--- config.mk ---
export PLATFORM = sky130hd
export DESIGN_NAME = set_cmd_dispatcher_flat
export DESIGN_NICKNAME = d
export VERILOG_FILES = /design/src/rtl/set_cmd_dispatcher_if.sv /design/src/rtl/set_cmd_dispatcher.sv /design/src/flat_wrapper.sv
export SDC_FILE = /design/constraint.sdc
export NUM_CORES = 1
export LEC_CHECK = 0
export CELL_PAD_IN_SITES_DETAIL_PLACEMENT = 0
export CELL_PAD_IN_SITES_GLOBAL_PLACEMENT = 2
export CORE_ASPECT_RATIO = 0.75
export CORE_UTILIZATION = 42
export CTS_CLUSTER_DIAMETER = 150
export CTS_CLUSTER_SIZE = 10
export DETAILED_ROUTE_END_ITERATION = 12
export PLACE_DENSITY = 0.89
export RECOVER_POWER = 50
export SYNTH_ARGS = -nofsm -noshare
export SYNTH_HDL_FRONTEND = slang
export SYNTH_SLANG_ARGS = --single-unit
--- constraint.sdc ---
create_clock -name clk -period 3.5 [get_ports clk]
set_input_delay 0.7 -clock clk [delete_from_list [all_inputs] [get_ports clk]]
set_output_delay 0.7 -clock clk [all_outputs]
set_load 0.005 [all_outputs]
--- src/rtl/set_cmd_dispatcher_if.sv ---
// rtl/set_cmd_dispatcher_if.sv - host command, core control and result signal bundle for set_cmd_dispatcher
interface set_cmd_dispatcher_if;
    // Host command port
    logic        cmd_valid;
    logic        cmd_ready;
    logic [23:0] cmd_central;
    logic [11:0] cmd_radius;
    logic [1:0]  cmd_mode;
    logic [3:0]  cmd_tag;
    // SET core control
    logic        set_en;
    logic [23:0] set_central;
    logic [11:0] set_radius;
    logic [1:0]  set_mode;
    logic        set_busy;
    logic        set_valid;
    logic [7:0]  set_candidate;
    // Result port
    logic        res_valid;
    logic        res_ready;
    logic [7:0]  res_candidate;
    logic [3:0]  res_tag;
    logic        res_timeout;
    logic        idle;

    // Dispatcher side
    modport master (
        input  cmd_valid, cmd_central, cmd_radius, cmd_mode, cmd_tag,
        output cmd_ready,
        output set_en, set_central, set_radius, set_mode,
        input  set_busy, set_valid, set_candidate,
        output res_valid, res_candidate, res_tag, res_timeout,
        input  res_ready,
        output idle
    );

    // Host and core side
    modport slave (
        output cmd_valid, cmd_central, cmd_radius, cmd_mode, cmd_tag,
        input  cmd_ready,
        input  set_en, set_central, set_radius, set_mode,
        output set_busy, set_valid, set_candidate,
        input  res_valid, res_candidate, res_tag, res_timeout,
        output res_ready,
        input  idle
    );
endinterface

--- src/rtl/set_cmd_dispatcher.sv ---
// rtl/set_cmd_dispatcher.sv - buffers host commands, issues them to the SET core and returns tagged results
module set_cmd_dispatcher #(
    parameter int FIFO_DEPTH = 4,
    parameter int TO_W       = 10,
    parameter int TIMEOUT    = 1023
) (
    input  logic                 clk,
    input  logic                 rst,
    set_cmd_dispatcher_if.master bus
);
    localparam int AW = $clog2(FIFO_DEPTH);
    localparam int EW = 42;  // {central[23:0], radius[11:0], mode[1:0], tag[3:0]}

    typedef enum logic [1:0] {
        S_IDLE,
        S_ISSUE,
        S_WAIT,
        S_RESP
    } state_t;

    state_t          state;
    logic [EW-1:0]   fifo_mem [FIFO_DEPTH];
    logic [AW-1:0]   wr_ptr;
    logic [AW-1:0]   rd_ptr;
    logic [AW:0]     count;
    logic            full;
    logic            empty;
    logic            push;
    logic            pop;
    logic [EW-1:0]   head;
    logic [3:0]      tag_q;
    logic [TO_W-1:0] wd_cnt;
    logic [TO_W-1:0] wd_inc;
    logic            wd_expired;

    assign full       = (count == (AW+1)'(FIFO_DEPTH));
    assign empty      = (count == '0);
    assign push       = bus.cmd_valid && !full;
    // Issue only when the core is free and no result is still waiting for the host
    assign pop        = (state == S_IDLE) && !empty && !bus.set_busy && !bus.res_valid;
    assign head       = fifo_mem[rd_ptr];
    // The watchdog counts WAIT cycles including the current one
    assign wd_inc     = wd_cnt + 1'b1;
    assign wd_expired = (wd_inc == TO_W'(TIMEOUT));

    assign bus.cmd_ready = !full;
    assign bus.idle      = (state == S_IDLE) && empty;

    // Command storage; contents need no reset since pointers gate every read
    always_ff @(posedge clk) begin
        if (push) begin
            fifo_mem[wr_ptr] <= {bus.cmd_central, bus.cmd_radius, bus.cmd_mode, bus.cmd_tag};
        end
    end

    // FIFO pointers and occupancy; simultaneous push and pop leave count unchanged
    always_ff @(posedge clk or posedge rst) begin
        if (rst) begin
            wr_ptr <= '0;
            rd_ptr <= '0;
            count  <= '0;
        end else begin
            if (push) wr_ptr <= wr_ptr + 1'b1;
            if (pop)  rd_ptr <= rd_ptr + 1'b1;
            case ({push, pop})
                2'b10:   count <= count + 1'b1;
                2'b01:   count <= count - 1'b1;
                default: ;
            endcase
        end
    end

    // Issue/wait/respond sequencer with registered core and result outputs
    always_ff @(posedge clk or posedge rst) begin
        if (rst) begin
            state             <= S_IDLE;
            tag_q             <= '0;
            wd_cnt            <= '0;
            bus.set_en        <= 1'b0;
            bus.set_central   <= '0;
            bus.set_radius    <= '0;
            bus.set_mode      <= '0;
            bus.res_valid     <= 1'b0;
            bus.res_candidate <= '0;
            bus.res_tag       <= '0;
            bus.res_timeout   <= 1'b0;
        end else begin
            bus.set_en <= 1'b0;
            case (state)
                S_IDLE: begin
                    if (pop) begin
                        bus.set_central <= head[41:18];
                        bus.set_radius  <= head[17:6];
                        bus.set_mode    <= head[5:4];
                        tag_q           <= head[3:0];
                        bus.set_en      <= 1'b1;
                        state           <= S_ISSUE;
                    end
                end
                S_ISSUE: begin
                    wd_cnt <= '0;
                    state  <= S_WAIT;
                end
                S_WAIT: begin
                    // A real completion beats a watchdog expiry in the same cycle
                    if (bus.set_valid) begin
                        bus.res_candidate <= bus.set_candidate;
                        bus.res_tag       <= tag_q;
                        bus.res_timeout   <= 1'b0;
                        bus.res_valid     <= 1'b1;
                        state             <= S_RESP;
                    end else if (wd_expired) begin
                        bus.res_candidate <= '0;
                        bus.res_tag       <= tag_q;
                        bus.res_timeout   <= 1'b1;
                        bus.res_valid     <= 1'b1;
                        state             <= S_RESP;
                    end else begin
                        wd_cnt <= wd_inc;
                    end
                end
                S_RESP: begin
                    if (bus.res_ready) begin
                        bus.res_valid <= 1'b0;
                        state         <= S_IDLE;
                    end
                end
                default: state <= S_IDLE;
            endcase
        end
    end
endmodule
--- src/flat_wrapper.sv ---
// flat-port wrapper written by rule: the top's interface ports become plain ports
module set_cmd_dispatcher_flat 
#(
    parameter int FIFO_DEPTH = 4,
    parameter int TO_W       = 10,
    parameter int TIMEOUT    = 1023
)
  (clk, rst, bus_cmd_valid, bus_cmd_central, bus_cmd_radius, bus_cmd_mode, bus_cmd_tag, bus_cmd_ready, bus_set_en, bus_set_central, bus_set_radius, bus_set_mode, bus_set_busy, bus_set_valid, bus_set_candidate, bus_res_valid, bus_res_candidate, bus_res_tag, bus_res_timeout, bus_res_ready, bus_idle);
  set_cmd_dispatcher_if bus_i ();
  input  logic clk;
  input  logic rst;
  input wire logic [$bits(bus_i.cmd_valid)-1:0] bus_cmd_valid;
  input wire logic [$bits(bus_i.cmd_central)-1:0] bus_cmd_central;
  input wire logic [$bits(bus_i.cmd_radius)-1:0] bus_cmd_radius;
  input wire logic [$bits(bus_i.cmd_mode)-1:0] bus_cmd_mode;
  input wire logic [$bits(bus_i.cmd_tag)-1:0] bus_cmd_tag;
  output wire logic [$bits(bus_i.cmd_ready)-1:0] bus_cmd_ready;
  output wire logic [$bits(bus_i.set_en)-1:0] bus_set_en;
  output wire logic [$bits(bus_i.set_central)-1:0] bus_set_central;
  output wire logic [$bits(bus_i.set_radius)-1:0] bus_set_radius;
  output wire logic [$bits(bus_i.set_mode)-1:0] bus_set_mode;
  input wire logic [$bits(bus_i.set_busy)-1:0] bus_set_busy;
  input wire logic [$bits(bus_i.set_valid)-1:0] bus_set_valid;
  input wire logic [$bits(bus_i.set_candidate)-1:0] bus_set_candidate;
  output wire logic [$bits(bus_i.res_valid)-1:0] bus_res_valid;
  output wire logic [$bits(bus_i.res_candidate)-1:0] bus_res_candidate;
  output wire logic [$bits(bus_i.res_tag)-1:0] bus_res_tag;
  output wire logic [$bits(bus_i.res_timeout)-1:0] bus_res_timeout;
  input wire logic [$bits(bus_i.res_ready)-1:0] bus_res_ready;
  output wire logic [$bits(bus_i.idle)-1:0] bus_idle;
  assign bus_i.cmd_valid = bus_cmd_valid;
  assign bus_i.cmd_central = bus_cmd_central;
  assign bus_i.cmd_radius = bus_cmd_radius;
  assign bus_i.cmd_mode = bus_cmd_mode;
  assign bus_i.cmd_tag = bus_cmd_tag;
  assign bus_cmd_ready = bus_i.cmd_ready;
  assign bus_set_en = bus_i.set_en;
  assign bus_set_central = bus_i.set_central;
  assign bus_set_radius = bus_i.set_radius;
  assign bus_set_mode = bus_i.set_mode;
  assign bus_i.set_busy = bus_set_busy;
  assign bus_i.set_valid = bus_set_valid;
  assign bus_i.set_candidate = bus_set_candidate;
  assign bus_res_valid = bus_i.res_valid;
  assign bus_res_candidate = bus_i.res_candidate;
  assign bus_res_tag = bus_i.res_tag;
  assign bus_res_timeout = bus_i.res_timeout;
  assign bus_i.res_ready = bus_res_ready;
  assign bus_idle = bus_i.idle;
  set_cmd_dispatcher #(.FIFO_DEPTH(FIFO_DEPTH), .TO_W(TO_W), .TIMEOUT(TIMEOUT)) u_core (.clk(clk), .rst(rst), .bus(bus_i));
endmodule
==> metrics.txt, run 1 <==
status complete, but fails checks; failing checks max-capacitance violations, max-slew violations; critical path class reg -> out; Tcrit/Tclk final 0.793; worst-margin pin slew ~2000 ps; pwr dens slightly above 800 nW/µm²; share of cells above drive strength 1 0.218; largest net degree at the start of global routing 46; CP Capture Type output pin; CTS Sinks about 240; Max Cap Viol 1; Critical Path AT between 2000 and 2500 ps; IO buf count 110; Layout area overhead 24.8%; area of the core approximately 21000 µm²; most frequent cells in the layout edfxtp_1 (168), dfrtp_1 (74), clkdlybuf4s50_1 (66); CP Data Required Time about 2800 ps; total track usage 0.155; Synth Register Bits around 240; DR pass1 iterations 6; crit-path max FO 4; endpoints failing setup 0; final setup TNS 0 ps; RePlAce Congestion 0.747; Net Count, Synth approximately 530; total power draw roughly 9.6 mW; YS warnings 0; DP Wirelength between 10000 and 15000 µm; DRT iter0 DRCs 287; sequential area share after synthesis 0.748; ANT nets after route 0; mapped cell area roughly 9300 µm²; Peak VDD IR ~0.36 mV; vias in the first global route approximately 5.1k; synthesized instance count around 460; TritonCTS clock tree yes; Period minus WS final around 2800 ps; IO Pins approximately 110; HP Class reg -> reg; most area-consuming cells after synthesis edfxtp_1 (54%), dfrtp_1 (20%), mux4_2 (10%); nets between 600 and 700; Fmax approximately 360 MHz; DR WL/cell around 19 µm; worst setup margin roughly 730 ps; Num CTS Buffers 28; syn_area_per_cell roughly 20 µm²; RSZ-0062 raised after global routing false; Yosys cell types 40; root buffer cell clkbuf_16; H-tree lvl count 1; pre-CTS setup slack 780 ps; CP Launch Type register; cts hold-fix bufs 0; Worst slew margin -0.360; Pleak about 4.1 nW; final hold violation count 0; first-pass GRT wire length 27000 µm; Clock Latency Late Sink about 530 ps; vias per cell ~5.1; post-synth top area share 0.543; DR DRC count 0; largest area contributor in the netlist edfxtp_1; Total Wirelength around 17000 µm; CTS Buffer Depth 3; cts repair resizes 0; Die X 174 µm; vias about 4.6k; Site Rows 46; Die Span Y 131 µm; total gr overflow 0; commonest non-fill, non-tap cell in the layout edfxtp_1; Initial Util 0.434; max-slew violation count between 40 and 50; Worst-path clk slew 60 ps; Die ar. roughly 23000 µm²; initial antenna violation count 0; antenna cell count 0; Setup Buffers After CTS 0; Worst Skew between 15 and 20 ps
-- metal layers --
layer,share of wire,track usage,up-vias
met5,0,0,-
met4,0.020,0.0397,0
met3,0.045,0.0321,27
met2,0.48,0.266,102
met1,0.45,0.205,2365
li1,-,-,2073
-- power by group --
group,leakage [nW],switching (mW),internal (mW)
registers,2.47,0.581,3.92
clock network,0.382,1.06,1.50
logic,1.27,0.915,1.58
-- synthesized netlist by cell type --
library cell and number:
nor2_2 1, and2_1 4, nor3_1 3, nand2b_1 2, edfxtp_1 168, a21oi_1 1, nor2_1 3, nand2_1 5
and2b_1 1, mux2_4 2, xnor2_1 4, nand4_1 2, o32a_1 1, clkbuf_1 7, a21o_1 1, mux2_2 46
nor4b_1 2, a31oi_1 1, inv_1 12, or3_1 1, o211ai_1 3, nand3_1 10, or2_2 1, o21ai_2 1
a22o_1 8, a221oi_1 1, xor2_1 5, ha_1 12, fa_1 1, or3_4 1, and3_1 4, o21ai_0 6
nor2b_1 2, buf_2 11, dfrtp_1 76, mux2i_1 2, o21ai_1 1, buf_6 1, o31ai_1 4, mux4_2 42
-- critical path: stages (launching register included) --
cell             delay, ps
dfrtp_1                400
nor3_1                 460
and2_1                 190
clkdlybuf4s50_1        500
-- registers in the layout (all words and copies together) (netlist names), 2 cells and up --
register                  count
u_core.bus.res_candidate      8
u_core.bus.res_tag            4
u_core.bus.set_central       24
u_core.bus.set_mode           2
u_core.bus.set_radius        12
u_core.count                  3
u_core.fifo_mem             168
u_core.rd_ptr                 2
u_core.state                  2
u_core.tag_q                  4
u_core.wd_cnt                10
u_core.wr_ptr                 2
-- area by class of cell --
type,count,area (µm²)
clock buffer,50,783
fill,1688,9820
clock inverter,2,25.0
inverter,12,46.3
multi-input combinational,184,2210
tap,288,360
timing repair buffer,118,1210
sequential,244,6950
-- kinds of logic (layout without fill, tap and decap cells) --
kind of cell             Yosys count  in the layout  synth area share
flip-flops                       244            244             0.748
multiplexers                      92             92             0.163
AND/OR/NAND/NOR                   42             42            0.0256
buffers and inverters             31            182            0.0148
AO/OA/AOI/OAI                     28             28            0.0220
adder cells (fa/ha/maj)           13             13            0.0183
XOR/XNOR                           9              9           0.00849
-- final timing paths --
path	depth (start not counted)	endpoint	slack (ps)	startpoint
max reg2reg	6	u_core.state[1]	950	u_core.wd_cnt[0]
max in group asynchronous	3	u_core.bus.set_radius[10]	890	rst
max	3	bus_idle	730	u_core.count[0]
min reg2reg	2	u_core.bus.res_timeout	490	u_core.bus.res_timeout
min	2	u_core.bus.res_timeout	490	u_core.bus.res_timeout
min in group asynchronous	2	u_core.bus.res_candidate[1]	1140	rst
-- stage by stage --
step	cells	util	hold WS, ps	cell area [µm²]
after floorplan	459	-	452	9290
after global placement	846	0.504	483	10800
after detailed placement	846	0.504	485	10800
after CTS	898	0.542	495	11600
after global routing	898	0.541	500	11600
final	898	0.541	495	11600
No activity file was read; power rests on OpenSTA's default activity.
==> inputs of run 2 (changes only) <==
==> constraint.sdc (replaced) <==
create_clock -name clk -period 2.8 [get_ports clk]
set_input_delay 0.56 -clock clk [delete_from_list [all_inputs] [get_ports clk]]
set_output_delay 0.56 -clock clk [all_outputs]
set_load 0.005 [all_outputs]
==> metrics.txt, run 2 (same netlist as run 1, synthesis figures left out) <==
DR WL/cell 19.2 µm (was 19.1 µm); R2R Setup Slk 260 ps (was 950 ps); largest net degree at the start of global routing 77 (was 46); HP Class reg -> reg (unchanged); Fmax around 390 MHz; CTS Sinks 244 (unchanged); RSZ-0062 raised after global routing false (unchanged); Site Rows 46 (unchanged); R2R cell count 6 (unchanged); # fillers 1654 (was 1688); Period minus WS final between 2000 and 3000 ps; most frequent cells in the layout edfxtp_1 (168), dfrtp_1 (74), clkdlybuf4s50_1 (67) (was edfxtp_1 (168), dfrtp_1 (74), clkdlybuf4s50_1 (66)); most flop-heavy register u_core.fifo_mem (unchanged); WHS Path Cells 1 (was 2); IO Pins 111 (unchanged); max reg flops 168 (unchanged); RePlAce Congestion 0.734 (was 0.747); R2R Path End u_core.wd_cnt[6] (was u_core.state[1]); area of the core 21400 µm² (unchanged); IO buf count 110 (unchanged); cts hold-fix bufs 0 (unchanged); DR DRC count 0 (unchanged); DP Wirelength 10700 µm (was 10300 µm); DRT iter0 DRCs 306 (was 287); CP peak stage delay 500 ps (about the same); Worst Skew 13.0 ps (was 18.1 ps); vias in the first global route 4984 (was 5086); total power draw 12.1 mW (was 9.56 mW); slowest CP cell clkdlybuf4s50_1 (unchanged); CP Data Required Time 2240 ps (was 2800 ps); CP Cell Sequence nor3_1 -> and2_1 -> clkdlybuf4s50_1 (unchanged); Tcrit/Tclk final 0.925; max-slew violation count 0 (was 43); hold slack 498 ps (was 495 ps); commonest non-fill, non-tap cell in the layout edfxtp_1 (unchanged); initial antenna violation count 0 (unchanged); Clock Latency Late Sink 520 ps (was 530 ps); first-pass GRT wire length 27300 µm (was 27000 µm); vias 4632 (was 4567); post-layout util 0.545 (was 0.541); nets 661 (was 657); Cells after DPL 850 (was 846); Setup Buffers After CTS 0 (unchanged); CP Capture Type output pin (unchanged); worst-margin pin slew 790 ps (was 2030 ps); Pleak 4.18 nW (was 4.13 nW); ANT nets after route 0 (unchanged); worst r2r src u_core.wd_cnt[0] (unchanged); endpoints failing setup 0 (unchanged); root buffer cell clkbuf_16 (unchanged); TritonCTS clock tree yes (unchanged); Die Span Y 131 µm (unchanged); Peak VDD IR 0.660 mV (was 0.362 mV); CP Launch Type register (unchanged); Die X 174 µm (unchanged); WP buf/inv 1 (unchanged); Critical Path AT 2030 ps (was 2070 ps); Layout area overhead 25.7% (was 24.8%); Num CTS Buffers 28 (unchanged); total track usage 0.158 (was 0.155); top flop regs u_core.fifo_mem (168), u_core.bus.set_central (24), u_core.bus.set_radius (12) (unchanged); vias per cell 5.14 (was 5.09); antenna cell count 0 (unchanged); cell family with most CP delay simple AND/OR/NAND/NOR gates (unchanged); cts repair resizes 0 (unchanged); Die ar. 22700 µm² (unchanged); final std cells w/o fill 902 (was 898); total gr overflow 0 (unchanged); share of cells above drive strength 1 0.230 (was 0.218); Worst-path clk slew 60 ps (about the same); hold path endpoint u_core.bus.res_candidate[7] (was u_core.bus.res_timeout); Worst slew margin 0.470 (was -0.360); DR pass1 iterations 4 (was 6); CTS Buffer Depth 3 (unchanged); pwr dens 1030 nW/µm² (was 825 nW/µm²); Max Cap Viol 0 (was 1); final setup TNS 0 ps (unchanged); critical path class reg -> out (unchanged); H-tree lvl count 1 (unchanged); final hold violation count 0 (unchanged); Total Wirelength 17300 µm (was 17200 µm); crit-path max FO 4 (unchanged); critical hold path startpoint u_core.bus.res_candidate[7] (was u_core.bus.res_timeout); Initial Util 0.434 (unchanged); status complete, no violations (was complete, but fails checks)
-- run 2: worst max-delay path by stage --
stage | slack (ps) | start | to | cells past startpoint
2_1_floorplan | 300 | rst | u_core.bus.res_candidate[0] | 1
5_1_grt | 90 | u_core.count[0] | bus_idle | 3
4_1_cts | 180 | u_core.count[0] | bus_idle | 3
3_3_place_gp | 240 | bus_set_busy | u_core.count[2] | 8
3_5_place_dp | 230 | bus_set_busy | u_core.count[2] | 8
6_report | 210 | u_core.count[0] | bus_idle | 3
-- run 2: cell type report --
type	count	area, µm²	area share
Tap cell	288	360	0.0309
Multi-Input combinational cell	184	2210	0.189
Timing Repair Buffer	122	1290	0.111
Inverter	12	46.3	0.00396
Clock inverter	1	8.76	0.000750
Clock buffer	51	808	0.0692
Sequential cell	244	6950	0.595
-- run 2: through the flow --
step                      setup WS, ps  area [µm²]
after floorplan                    302        9290
after global placement             243       10900
after detailed placement           228       10900
after CTS                          176       11700
after global routing              87.9       11700
final                              211       11700
-- run 2: report_power, final --
group | switching, mW | leakage (nW) | internal, mW
combinational | 1.29 | 1.32 | 2.04
sequential | 0.594 | 2.47 | 4.90
clock | 1.32 | 0.387 | 1.93
-- run 2: worst register-to-register path, cell delays in order, from the launching register on --
cell	delay (ps)
dfrtp_1	420
ha_1	270
xnor2_1	140
or3_4	390
o21ai_1	630
mux2_2	410
a21o_1	170
-- run 2: metal layers --
metal | routed length, µm | vias up | share of wire | GRT usage
li1 | - | 2079 | - | -
met1 | 7830 | 2411 | 0.45 | 0.217
met2 | 8340 | 117 | 0.48 | 0.264
met3 | 813 | 25 | 0.047 | 0.0292
met4 | 307 | 0 | 0.018 | 0.0387
met5 | 0 | - | 0 | 0
==> inputs of run 3 (changes only) <==
--- a/config.mk
+++ b/config.mk
@@ -8,11 +8,12 @@
 export CELL_PAD_IN_SITES_DETAIL_PLACEMENT = 0
 export CELL_PAD_IN_SITES_GLOBAL_PLACEMENT = 2
 export CORE_ASPECT_RATIO = 0.75
-export CORE_UTILIZATION = 42
+export CORE_MARGIN = 5
+export CORE_UTILIZATION = 40
 export CTS_CLUSTER_DIAMETER = 150
 export CTS_CLUSTER_SIZE = 10
 export DETAILED_ROUTE_END_ITERATION = 12
-export PLACE_DENSITY = 0.89
+export PLACE_DENSITY = 0.85
 export RECOVER_POWER = 50
 export SYNTH_ARGS = -nofsm -noshare
 export SYNTH_HDL_FRONTEND = slang
==> metrics.txt, run 3 (same netlist as run 1, synthesis figures left out) <==
final setup TNS 0 ps (unchanged); Fmax 383 MHz (was 386 MHz); total track usage 0.140 (was 0.158); max-slew violation count 35 (was 0); cts hold-fix bufs 0 (unchanged); CP Launch Type register (unchanged); vias in the first global route 5056 (was 4984); critical hold path startpoint u_core.count[2] (was u_core.bus.res_candidate[7]); commonest non-fill, non-tap cell in the layout edfxtp_1 (unchanged); most flop-heavy register u_core.fifo_mem (unchanged); Die X 186 µm (was 174 µm); worst setup margin 190 ps (was 211 ps); Worst slew margin -0.145 (was 0.470); root buffer cell clkbuf_16 (unchanged); slowest CP cell clkdlybuf4s50_1 (unchanged); Die ar. 26400 µm² (was 22700 µm²); WHS Path Cells 1 (unchanged); Period minus WS final 2610 ps (was 2590 ps); initial antenna violation count 0 (unchanged); total gr overflow 0 (unchanged); RePlAce Congestion 0.756 (was 0.734); Sequential Power Share 0.452 (was 0.455); Psw 3.25 mW (was 3.21 mW); status complete, but fails checks (was complete, no violations); most frequent cells in the layout edfxtp_1 (168), dfrtp_1 (74), clkdlybuf4s50_1 (67) (unchanged); ANT nets after route 0 (unchanged); R2R Path End u_core.state[1] (was u_core.wd_cnt[6]); cell family with most CP delay simple AND/OR/NAND/NOR gates (unchanged); R2R cell count 6 (unchanged); Peak VDD IR 0.593 mV (was 0.660 mV); CP Capture Type output pin (unchanged); DR WL/cell 20.1 µm (was 19.2 µm); DR DRC count 0 (unchanged); Critical Path AT 2050 ps (was 2030 ps); pwr dens 1040 nW/µm² (was 1030 nW/µm²); Tcrit/Tclk final 0.932 (was 0.925); Sw Ratio 0.268 (was 0.266); endpoints failing setup 0 (unchanged); CTS Sinks 244 (unchanged); CP peak stage delay 500 ps (about the same); IO buf count 110 (unchanged); max reg flops 168 (unchanged); vias 4656 (was 4632); HP Class reg -> reg (unchanged); IO Pins 111 (unchanged); pre-CTS setup slack 140 ps (was 228 ps); Num CTS Buffers 28 (unchanged); Die Span Y 142 µm (was 131 µm); Max Cap Viol 1 (was 0); hold path endpoint u_core.count[2] (was u_core.bus.res_candidate[7]); combinational share of power 0.279 (was 0.276); DR pass1 iterations 4 (unchanged); WP buf/inv 1 (unchanged); crit-path max FO 4 (unchanged); critical path class reg -> out (unchanged); share of cells above drive strength 1 0.228 (was 0.230); vias per cell 5.09 (was 5.14); H-tree lvl count 1 (unchanged); cts repair resizes 0 (unchanged); antenna cell count 0 (unchanged); final hold violation count 0 (unchanged); TritonCTS clock tree yes (unchanged); Clock Latency Late Sink 530 ps (was 520 ps); Clk pwr share 0.269 (about the same); P_int 8.86 mW (about the same); CP Cell Sequence nor3_1 -> and2_1 -> clkdlybuf4s50_1 (unchanged); DRT iter0 DRCs 276 (was 306); DP Wirelength 11200 µm (was 10700 µm); CP Data Required Time 2240 ps (about the same); failing checks max-capacitance violations, max-slew violations; Setup Buffers After CTS 0 (unchanged); largest net degree at the start of global routing 46 (was 77); Initial Util 0.405 (was 0.434); top flop regs u_core.fifo_mem (168), u_core.bus.set_central (24), u_core.bus.set_radius (12) (unchanged); CTS Buffer Depth 3 (unchanged); R2R Setup Slk 240 ps (was 260 ps); Site Rows 48 (was 46); nets 662 (was 661); worst-margin pin slew 1720 ps (was 790 ps); Worst Skew 18.4 ps (was 13.0 ps); Pleak 4.17 nW (was 4.18 nW); RSZ-0062 raised after global routing false (unchanged); Total Wirelength 18400 µm (was 17300 µm); Layout area overhead 25.7% (about the same); area of the core 22900 µm² (was 21400 µm²); Worst-path clk slew 60 ps (about the same); worst r2r src u_core.wd_cnt[0] (unchanged); first-pass GRT wire length 28800 µm (was 27300 µm)
## run 3: layout make-up
| type | instances | area, µm² |
|---|---|---|
| Clock inverter | 1 | 8.76 |
| Timing Repair Buffer | 123 | 1280 |
| Inverter | 12 | 45.0 |
| Clock buffer | 50 | 805 |
| Tap cell | 300 | 375 |
| Sequential cell | 244 | 6950 |
| Multi-Input combinational cell | 184 | 2210 |
| Fill cell | 1845 | 11300 |
## run 3: worst max-delay path by stage
| stage | from | end | slack (ps) | depth (start not counted) |
|---|---|---|---|---|
| after floorplan | rst | u_core.bus.res_candidate[0] | 300 | 1 |
| after global placement | bus_set_busy | u_core.count[2] | 230 | 8 |
| after detailed placement | bus_set_busy | u_core.count[2] | 140 | 8 |
| after CTS | u_core.count[0] | bus_idle | 160 | 3 |
| after global routing | u_core.wd_cnt[0] | u_core.state[1] | 50 | 6 |
| final | u_core.count[0] | bus_idle | 190 | 3 |
## run 3: through the flow
| step | power, mW | utilization | area [µm²] | instances | hold WS, ps |
|---|---|---|---|---|---|
| floorplan | 7.36 | - | 9290 | 459 | 452 |
| global placement | 8.89 | 0.474 | 10900 | 863 | 484 |
| detailed placement | 9.02 | 0.474 | 10900 | 863 | 487 |
| CTS | 12.3 | 0.509 | 11700 | 914 | 498 |
| global route | 12.8 | 0.509 | 11700 | 914 | 509 |
| finish | 12.1 | 0.509 | 11700 | 914 | 497 |
## run 3: power by group through the flow
stage / Combinational, mW / Clock (mW) / Sequential, mW
global route: 3.66 / 3.52 / 5.60
global placement: 3.39 / 0 / 5.51
floorplan: 2.06 / 0 / 5.30
finish: 3.38 / 3.25 / 5.48
CTS: 3.48 / 3.35 / 5.50
detailed placement: 3.47 / 0 / 5.56
## run 3: layer usage
layer  vias up  wire, µm  global-route usage
met5         -         0                   0
met4         0       351              0.0356
met3        28       952              0.0276
met2       130      9160               0.235
met1      2418      7930               0.191
li1       2080         -                   -
